**src/rtl/sk_operand_dispatch.sv**
```systemverilog
// ============================================================================
// Module   : sk_operand_dispatch
// Brief    : Operand FIFO, issue FSM and result collector for the sequential
//            Kogge-Stone adder. Define SK_DISPATCH_CHECK_EN for a result checker.
// Revision : 1.0
// ============================================================================
`default_nettype none

module sk_operand_dispatch #(
    parameter int ADDER_WIDTH    = 4,
    parameter int FIFO_DEPTH     = 4,
    parameter int TIMEOUT_CYCLES = 15
) (
    input  logic                   CLK,
    input  logic                   RST,
    input  logic [ADDER_WIDTH-1:0] IN_A,
    input  logic [ADDER_WIDTH-1:0] IN_B,
    input  logic                   IN_VALID,
    output logic                   IN_READY,
    output logic [ADDER_WIDTH-1:0] ADD_VAL1,
    output logic [ADDER_WIDTH-1:0] ADD_VAL2,
    output logic                   ADD_VAL1_VALID,
    output logic                   ADD_VAL2_VALID,
    input  logic                   ADDER_READY,
    input  logic [ADDER_WIDTH-1:0] ADDER_OUT_VAL,
    input  logic                   ADDER_OUT_VALID,
    output logic                   ADDER_RST,
    output logic [ADDER_WIDTH-1:0] RES_VAL,
    output logic                   RES_VALID,
    input  logic                   RES_READY,
    output logic                   BUSY,
    output logic                   TIMEOUT_ERR,
    output logic                   MISMATCH_ERR
);

    localparam int c_ptr_w = (FIFO_DEPTH > 1) ? $clog2(FIFO_DEPTH) : 1;
    localparam int c_cnt_w = $clog2(FIFO_DEPTH + 1);
    localparam int c_tmr_w = (TIMEOUT_CYCLES > 1) ? $clog2(TIMEOUT_CYCLES + 1) : 1;

    localparam logic [c_ptr_w-1:0] c_ptr_one  = 1;
    localparam logic [c_cnt_w-1:0] c_cnt_one  = 1;
    localparam logic [c_cnt_w-1:0] c_cnt_full = c_cnt_w'(FIFO_DEPTH);
    localparam logic [c_tmr_w-1:0] c_tmr_one  = 1;
    localparam logic [c_tmr_w-1:0] c_tmr_last = c_tmr_w'(TIMEOUT_CYCLES - 1);

    typedef enum logic [2:0] {
        S_IDLE    = 3'd0,
        S_ISSUE   = 3'd1,
        S_WAIT    = 3'd2,
        S_RECYCLE = 3'd3,
        S_SETTLE  = 3'd4
    } state_t;

    state_t                   r_state;
    logic [2*ADDER_WIDTH-1:0] r_mem [FIFO_DEPTH];
    logic [c_ptr_w-1:0]       r_wr_ptr;
    logic [c_ptr_w-1:0]       r_rd_ptr;
    logic [c_cnt_w-1:0]       r_count;
    logic                     r_in_ready;
    logic [ADDER_WIDTH-1:0]   r_add_val1;
    logic [ADDER_WIDTH-1:0]   r_add_val2;
    logic                     r_add_v1;
    logic                     r_add_v2;
    logic [c_tmr_w-1:0]       r_timer;
    logic [ADDER_WIDTH-1:0]   r_res_val;
    logic                     r_res_valid;
    logic                     r_timeout;
    logic                     r_recycle;

    logic                     w_push;
    logic                     w_pop;
    logic [c_cnt_w-1:0]       w_cnt_next;
    logic [2*ADDER_WIDTH-1:0] w_head;

    assign w_push = IN_VALID && r_in_ready;
    assign w_pop  = (r_state == S_ISSUE) && ADDER_READY;
    assign w_head = r_mem[r_rd_ptr];

    always_comb begin
        w_cnt_next = r_count;
        case ({w_push, w_pop})
            2'b10:   w_cnt_next = r_count + c_cnt_one;
            2'b01:   w_cnt_next = r_count - c_cnt_one;
            default: w_cnt_next = r_count;
        endcase
    end

    // IN_READY is registered from the next count, so a full FIFO never accepts
    // even when the head is popped in the same cycle.
    always_ff @(posedge CLK) begin
        if (RST) begin
            r_wr_ptr   <= '0;
            r_rd_ptr   <= '0;
            r_count    <= '0;
            r_in_ready <= 1'b1;
        end else begin
            if (w_push) begin
                r_mem[r_wr_ptr] <= {IN_A, IN_B};
                r_wr_ptr        <= r_wr_ptr + c_ptr_one;
            end
            if (w_pop) begin
                r_rd_ptr <= r_rd_ptr + c_ptr_one;
            end
            r_count    <= w_cnt_next;
            r_in_ready <= (w_cnt_next != c_cnt_full);
        end
    end

    always_ff @(posedge CLK) begin
        if (RST) begin
            r_state     <= S_IDLE;
            r_add_val1  <= '0;
            r_add_val2  <= '0;
            r_add_v1    <= 1'b0;
            r_add_v2    <= 1'b0;
            r_timer     <= '0;
            r_res_val   <= '0;
            r_res_valid <= 1'b0;
            r_timeout   <= 1'b0;
            r_recycle   <= 1'b0;
        end else begin
            r_recycle <= 1'b0;
            if (r_res_valid && RES_READY) begin
                r_res_valid <= 1'b0;
            end
            case (r_state)
                S_IDLE: begin
                    if ((r_count != '0) && !r_res_valid && ADDER_READY) begin
                        r_add_val1 <= w_head[2*ADDER_WIDTH-1:ADDER_WIDTH];
                        r_add_val2 <= w_head[ADDER_WIDTH-1:0];
                        r_add_v1   <= 1'b1;
                        r_add_v2   <= 1'b1;
                        r_state    <= S_ISSUE;
                    end
                end
                S_ISSUE: begin
                    if (ADDER_READY) begin
                        r_add_v1 <= 1'b0;
                        r_add_v2 <= 1'b0;
                        r_timer  <= '0;
                        r_state  <= S_WAIT;
                    end
                end
                S_WAIT: begin
                    // A result arriving on the last allowed cycle still wins.
                    if (ADDER_OUT_VALID) begin
                        r_res_val   <= ADDER_OUT_VAL;
                        r_res_valid <= 1'b1;
                        r_recycle   <= 1'b1;
                        r_state     <= S_RECYCLE;
                    end else if (r_timer == c_tmr_last) begin
                        r_timeout <= 1'b1;
                        r_recycle <= 1'b1;
                        r_state   <= S_RECYCLE;
                    end else begin
                        r_timer <= r_timer + c_tmr_one;
                    end
                end
                S_RECYCLE: begin
                    r_state <= S_SETTLE;
                end
                S_SETTLE: begin
                    if (ADDER_READY && !ADDER_OUT_VALID) begin
                        r_state <= S_IDLE;
                    end
                end
                default: begin
                    r_state <= S_IDLE;
                end
            endcase
        end
    end

`ifdef SK_DISPATCH_CHECK_EN
    logic [ADDER_WIDTH-1:0] r_chk_a;
    logic [ADDER_WIDTH-1:0] r_chk_b;
    logic                   r_mismatch;
    logic [ADDER_WIDTH-1:0] w_expect;

    assign w_expect = r_chk_a + r_chk_b;

    always_ff @(posedge CLK) begin
        if (RST) begin
            r_chk_a    <= '0;
            r_chk_b    <= '0;
            r_mismatch <= 1'b0;
        end else begin
            if (w_pop) begin
                r_chk_a <= r_add_val1;
                r_chk_b <= r_add_val2;
            end
            if ((r_state == S_WAIT) && ADDER_OUT_VALID && (ADDER_OUT_VAL != w_expect)) begin
                r_mismatch <= 1'b1;
            end
        end
    end

    assign MISMATCH_ERR = r_mismatch;
`else
    assign MISMATCH_ERR = 1'b0;
`endif

    assign IN_READY       = r_in_ready;
    assign ADD_VAL1       = r_add_val1;
    assign ADD_VAL2       = r_add_val2;
    assign ADD_VAL1_VALID = r_add_v1;
    assign ADD_VAL2_VALID = r_add_v2;
    assign ADDER_RST      = RST | r_recycle;
    assign RES_VAL        = r_res_val;
    assign RES_VALID      = r_res_valid;
    assign BUSY           = (r_state != S_IDLE) || (r_count != '0);
    assign TIMEOUT_ERR    = r_timeout;

endmodule

`default_nettype wire
```
**config.mk**
```make
export PLATFORM = sky130hd
export DESIGN_NAME = sk_operand_dispatch
export DESIGN_NICKNAME = d
export VERILOG_FILES = /design/src/rtl/sk_operand_dispatch.sv
export SDC_FILE = /design/constraint.sdc
export NUM_CORES = 1
export LEC_CHECK = 0
export ABC_CLOCK_PERIOD_IN_PS = 3250
export BUFFER_PORTS_ARGS = -buffer_cell sky130_fd_sc_hd__buf_2
export CORE_ASPECT_RATIO = 0.9
export CORE_UTILIZATION = 48
export CTS_BUF_LIST = sky130_fd_sc_hd__clkbuf_16
export CTS_CLUSTER_DIAMETER = 30
export DETAILED_ROUTE_END_ITERATION = 12
export PLACE_DENSITY = 0.78
export SLEW_MARGIN = 20
export SYNTH_ARGS = -nofsm -noshare
export SYNTH_HDL_FRONTEND = slang
export SYNTH_SLANG_ARGS = --single-unit
```
**constraint.sdc**
```tcl
create_clock -name CLK -period 3.25 [get_ports CLK]
set_input_delay 0.325 -clock CLK [delete_from_list [all_inputs] [get_ports CLK]]
set_output_delay 0.325 -clock CLK [all_outputs]
set_load 0.005 [all_outputs]
```
# Word level (Yosys, flattened, before mapping)
# Memories as Yosys holds them, arrays and structs flattened. A register that Yosys moved wholly into a read port is not among the register bits.
# Cells that the tools add are included.
word_totals:
  ff_bits: 23
  ram_bits: 32
  inputBits: 18
  output_inout_bits: 20
  wordCells: 77
  mem_count: 1
classes:
  add_sub_neg: 5
  eq_ne: 14
  muxes: 22
  n_bitwise: 3
  reduce_logical: 21
memory_table:
  columns: ["name", "depth", "word_bits", "read_ports", "rd_clocked_by_memory_dff", "write_ports", "line_no", "source"]
  rows:
  - ["r_mem", 4, 8, 1, 1, 1, "55", "logic [2*ADDER_WIDTH-1:0] r_mem [FIFO_DEPTH];"]
ops:
  columns: ["cell", "n"]
  rows:
  - ["3-bit 2-to-1 mux", 5]
  - ["3-bit one-hot mux with 5 select lines", 1]
  - ["4-bit 2-to-1 mux", 3]
  - ["1-bit 2-to-1 mux", 10]
  - ["2-bit != test (second input constant)", 5]
  - ["4-bit one-hot mux with 2 select lines", 1]
  - ["4-bit AND reduction", 2]
  - ["3-bit by 2-bit == test with 1-bit output (second input constant)", 2]
  - ["1-bit logical AND", 6]
  - ["3-bit != test (second input constant)", 2]
  - ["3-bit one-hot mux with 2 select lines", 1]
  - ["3-bit AND reduction", 2]
  - ["3-bit nonzero test", 2]
  - ["2-bit by 1-bit adder with 2-bit output (second input constant)", 2]
  - ["4-bit by 1-bit adder with 4-bit output (second input constant)", 1]
  - ["4-bit == test (second input constant)", 1]
  - ["2-bit AND reduction", 2]
  - ["2-bit nonzero test", 2]
  - ["3-bit by 1-bit adder with 3-bit output (second input constant)", 1]
  - ["3-bit by 1-bit == test with 1-bit output (second input constant)", 1]
  - ["3-bit == test (second input constant)", 1]
  - ["3-bit logical NOT", 1]
  - ["3-bit by 1-bit subtractor with 3-bit output (second input constant)", 1]
  - ["2-bit by 1-bit == test with 1-bit output (second input constant)", 1]
  - ["7 further kinds", 9]

# Longest topological paths before layout
logic_depth:
  word_depth: 5
  mapped_depth: 11
  depth_no_buf: 10

# Worst setup path before layout
# No wires, ideal clock.
synth_path:
  path_kind: "register to register"
  from: "reg r_state[1]"
  to: "reg r_in_ready, in the netlist IN_READY"
  setup_ns: 0.118
  t_arrival_ns: 2.115
  required_time_ns: 3.132
  setup_slack_ns: 1.017
  stages_incl_launch_ff: 12
  path_buffers: 1
  period_less_slack_ns: 2.233
  path_cell_list: "dfxtp_1 -> buf_2 -> nor2b_1 -> nand3b_1 -> inv_2 -> ha_1 -> inv_1 -> fa_1 -> xor2_1 -> or3_1 -> a21oi_1 -> nand2b_1"
synth_between:
  elab_chain_cells: 5
  word_cells_on_any_way: 6
  classes_between: "eq/ne (4); mux (1); reduce/logical (1)"
synth_lines:
  columns: ["item", "line_no", "source"]
  rows:
  - ["from (decl)", "54", "state_t r_state;"]
  - ["from (signal assigned)", "111", "r_state <= S_IDLE;"]
  - ["from (signal assigned)", "133", "r_state <= S_ISSUE;"]
  - ["from (signal assigned)", "141", "r_state <= S_WAIT;"]
  - ["3-bit by 1-bit == test with 1-bit output *", "76", "assign w_pop = (r_state == S_ISSUE) && ADDER_READY;"]
  - ["1-bit logical AND *", "76", null]
  - ["via w_pop", "71", "logic w_pop;"]
  - ["2-bit by 1-bit == test with 1-bit output or 2-bit == test (tied branches)", "81", "case ({w_push, w_pop})"]
  - ["3-bit one-hot mux with 2 select lines *", "81", null]
  - ["3-bit != test *", "105", "r_in_ready <= (w_cnt_next != c_cnt_full);"]
  - ["to (signal assigned)", "105", null]
  - ["to (decl)", "59", "logic r_in_ready;"]
# Mark *: on every way through the listed nets, which the timed path passes. The rest lies on a longest branch.
# A chain may end at the register's enable or synchronous reset.

# Worst setup path in the final report
# Same ends and word-level chain as after synthesis.

==> results.txt <==
----------------------------------------------------
[Final layout]
  Fill cell instance count of the final layout ... slightly above 400
  Fraction of final layout cells with drive strength greater than 1 ... 0.2827
  N_diodes ... 0
  Layout Nets ... 258
  Final std cell area, no fill ... 3100 um2
  Area growth from synthesis to final layout ... 18.45%

[Die]
  Die Y-Extent ... 72.06 um
  Count of standard-cell rows ... 25
  Die extent in x ... approximately 80 um
  Initial cell density of the core ... 0.4981
  Top-Level Pins ... 38
  Total Die Area ... around 5800 um2
  Core region area ... around 5300 um2

[STA]
  Final Hold Violating Endpoints ... 0
  Worst relative slew slack ... 0.5785
  Clock tree skew after final layout ... 0.005139 ns
  Setup-violating endpoint count in the final report ... 0
  Setup TNS ... 0 ns
  Part of the cycle the worst path needs ... 0.7443
  Time the worst path needs with I/O delays and setup ... approximately 2.4 ns
  Setup repair after global routing missed its margin ... no
  Final worst slack ... around 0.83 ns
  Measured slew at the worst slew-check pin ... 0.6322 ns
  Achievable Freq ... 413.4 MHz
  Count of final max-slew check failures ... 0

[Power]
  Proportion of power drawn by combinational gates ... 0.171
  Pwr per Cell Area ... 737.4 nW/um2
  Final Total Pwr ... between 2 and 2.5 mW
  Power share of the sequential group ... 0.434
  Fraction of power spent switching nets ... 0.2562
  Reported leakage power ... around 1.2 nW
  Power dissipated by switching net loads ... ~590 uW
  Clock network power share ... 0.395
  Internal power summed over all cells ... 1.701 mW
  Maximum VDD drop ... 0.0004541 V

[Drt]
  TritonRoute pass-1 iters ... 4
  Detail-routed net length per standard cell ... about 14 um
  Via count ... 1512
  Number of design-rule violations left by the first detailed-router iteration ... between 50 and 60
  Number of remaining DRC errors ... 0
  Ratio of routed vias to standard cells ... 4.974
  Final routed wirelength across all metal layers ... around 4.3 mm
  Number of nets with antenna violations after routing ... 0

[Clock network]
  Number of CTS-inserted buffers ... 9
  Post-cts gate resize count ... 0
  Clock tree root driver cell ... clkbuf_16
  CTS H-tree depth ... 3
  Number of setup buffers added after CTS ... 0
  Clock sink count ... 63
  Maximum buffer depth of the clock tree ... 2
  Clock transition at path regs ... around 0.05 ns
  TritonCTS clock tree ... yes
  Number of hold buffers added after cts ... 0
  Clock latency at the later pin of the worst-skew pair ... 0.32 ns

[Synth]
  Multiplexer share of the synthesized area ... 0.1224
  Xor and xnor area share after synthesis ... 0.02342
  Simple logic cell fraction of the synthesized area ... 0.1334
  Count of state elements after synthesis ... 63
  Combinational family with the most area after synthesis ... simple AND/OR/NAND/NOR gates
  Share of flip-flops with an asynchronous set or reset after synthesis ... 0
  Number of enable flip-flop cells after synthesis ... 32
  Synthesized netlist cell count ... 197
  Post-synth design cell area ... approximately 2600 um2
  Post-synthesis share of cell area spent on full adders, half adders and majority gates ... 0.04111
  Fraction of the mapped netlist area in compound gates ... 0.03394
  Number of distinct standard cells referenced by the synthesized netlist ... 41
  Count of synthesis-stage warnings from yosys ... 0
  Register area share after synthesis ... 0.6042
  Mean area per synthesized cell ... 13.29 um2
  Commonest register cell after synthesis ... edfxtp_1
  Syn Nets ... 223

[Place]
  HPWL reported at the end of detailed placement ... 2.847 mm
  Dpl ws ... 0.8111 ns
  Placer Congestion ... 0.8565
  Number of port buffers ... 36
  Area after DPL ... 2810 um2

[Critical path]
  Required time worst endpoint ... 3.45 ns
  Data arrival at the endpoint of the critical path ... 2.62 ns
  Kind of critical path ... reg -> reg
  Worst reg2reg startpoint ... r_state[1]
  Sequence of cells on the critical path ... nor2b_1 > nand3b_1 > inv_2 > ha_1 > inv_1 > fa_1 > xor2_1 > or3_1 > a21oi_1 > nand2b_1
  Critical Path Slowest Stage Cell ... dfxtp_1
  Cells on worst reg2reg path ... 10
  Setup slack on the worst flop-to-flop path ... just over 0.8 ns
  Reg-to-Reg End ... IN_READY
  Worst Setup End Kind ... flop
  Maximum fanout count along the critical path ... 10
  Worst setup SP type ... flop
  Largest incremental delay on the critical path ... around 0.39 ns

[GRT]
  Via count of the first global-routing pass ... about 1500
  Grt ovf ... 0
  Initial antenna violation count ... 0
  First-pass GRT wire length ... about 6.8 mm
  Total global routing track utilization ... 0.1678
  Maximum number of pins on one net before global-route repair ... 33

[Min path]
  Worst hold-check path type ... in -> reg
  Min-delay src ... IN_A[0]
  Worst hold path depth ... 1
  Hold EP ... r_mem[3][4]

[Run]
  Total of max-cap violations ... 0

[Outcome]
  Outcome ... finished, final reports clean

----------------------------------------------------
## metrics by stage
step	cells	util	hold slack, ns
floorplan	197	-	0.4062
global placement	288	0.5348	0.4492
detailed placement	288	0.5348	0.4555
CTS	304	0.5900	0.2067
global route	304	0.5900	0.2050
finish	304	0.5900	0.2197
## placed cells by master, fill, tap and decap left out, types with 3 or more instances in the layout
cell	n
and2_1	4
inv_1	9
edfxtp_1	32
a21oi_1	7
and3_1	3
xor2_1	5
nand2_1	4
clkinv_2	3
dfxtp_1	31
mux2i_1	14
ha_1	7
clkbuf_16	9
nor2b_1	3
nor2_1	21
nor3_1	4
nor3_2	3
mux4_2	8
buf_2	36
nand3_1	7
nand3b_1	3
## Yosys cell counts, types with 2 or more instances
master,n,area share
a21oi_1,7,0.013
ha_1,7,0.033
dfxtp_1,31,0.24
edfxtp_1,32,0.37
buf_4,4,0.011
nand3b_1,3,0.0086
and3_1,3,0.0072
nand2_1,4,0.0057
xnor2_1,2,0.0067
inv_1,8,0.011
mux4_2,8,0.069
o21ai_1,2,0.0038
buf_1,2,0.0029
buf_2,3,0.0057
mux2i_1,14,0.054
nor3_2,3,0.011
and2_1,4,0.0096
nor3_1,4,0.0076
nand3_1,7,0.013
clkbuf_1,2,0.0029
xor2_1,5,0.017
nor2b_1,3,0.0072
nor2_1,21,0.030
## layout make-up
type	count	area, um2	share of cell area
timing repair buffer	36	180.2	0.05811
clock buffer	9	225.2	0.07264
multi-input combinational	113	930.9	0.3002
clock inverter	7	65.06	0.02098
sequential	63	1582	0.5101
inverter	9	33.78	0.01090
tap	67	83.83	0.02704
## critical path: cells and delay by family, from the launching register on
family,cells,cell delay [ns]
buffers and inverters,2,0.21
AND/OR/NAND/NOR,4,0.78
adder cells (fa/ha/maj),2,0.57
AO/OA/AOI/OAI,1,0.19
XOR/XNOR,1,0.16
flip-flops,1,0.39
## power by group through the flow
stage                     logic, mW  clock network [mW]  registers [mW]
after global placement        0.384                   0            1.01
after global routing          0.436               0.957            1.01
after CTS                     0.396               0.925           0.993
final                         0.390               0.903           0.993
after floorplan               0.342                   0           0.966
after detailed placement      0.392                   0            1.01
## routing by layer
layer / vias up / GRT usage / wire length [um]
met5: - / 0 / 0
met1: 708 / 0.1880 / 1927
li1: 765 / - / -
met4: 0 / 0.08333 / 50
met2: 34 / 0.2707 / 2075
met3: 5 / 0.07799 / 220
## how the worst max path moves through the flow
stage	slack (ns)	from	depth (start not counted)	endpoint
2_1_floorplan	1.02	r_state[1]	11	IN_READY
3_3_place_gp	0.87	ADDER_READY	11	IN_READY
3_5_place_dp	0.81	ADDER_READY	11	IN_READY
4_1_cts	0.83	r_state[1]	10	IN_READY
5_1_grt	0.65	r_state[1]	10	IN_READY
6_report	0.83	r_state[1]	10	IN_READY
## logic make-up (layout without fill, tap and decap cells)
| kind of cell | Yosys count | after routing |
|---|---|---|
| AO/OA/AOI/OAI | 14 | 14 |
| other | 1 | 1 |
| AND/OR/NAND/NOR | 61 | 61 |
| multiplexers | 22 | 22 |
| XOR/XNOR | 7 | 7 |
| adder cells (fa/ha/maj) | 8 | 8 |
| flip-flops | 63 | 63 |
| buffers and inverters | 21 | 61 |
## sequential cells by signal (all words and copies together) (netlist names)
register and cells:
ADD_VAL1 4, ADD_VAL2 4, r_rd_ptr 2, RES_VALID 1
ADD_VAL2_VALID 1, RES_VAL 4, TIMEOUT_ERR 1, r_timer 4
r_mem 32, r_count 3, IN_READY 1, r_state 3
r_recycle 1, r_wr_ptr 2
No activity file was read; power rests on OpenSTA's default activity.
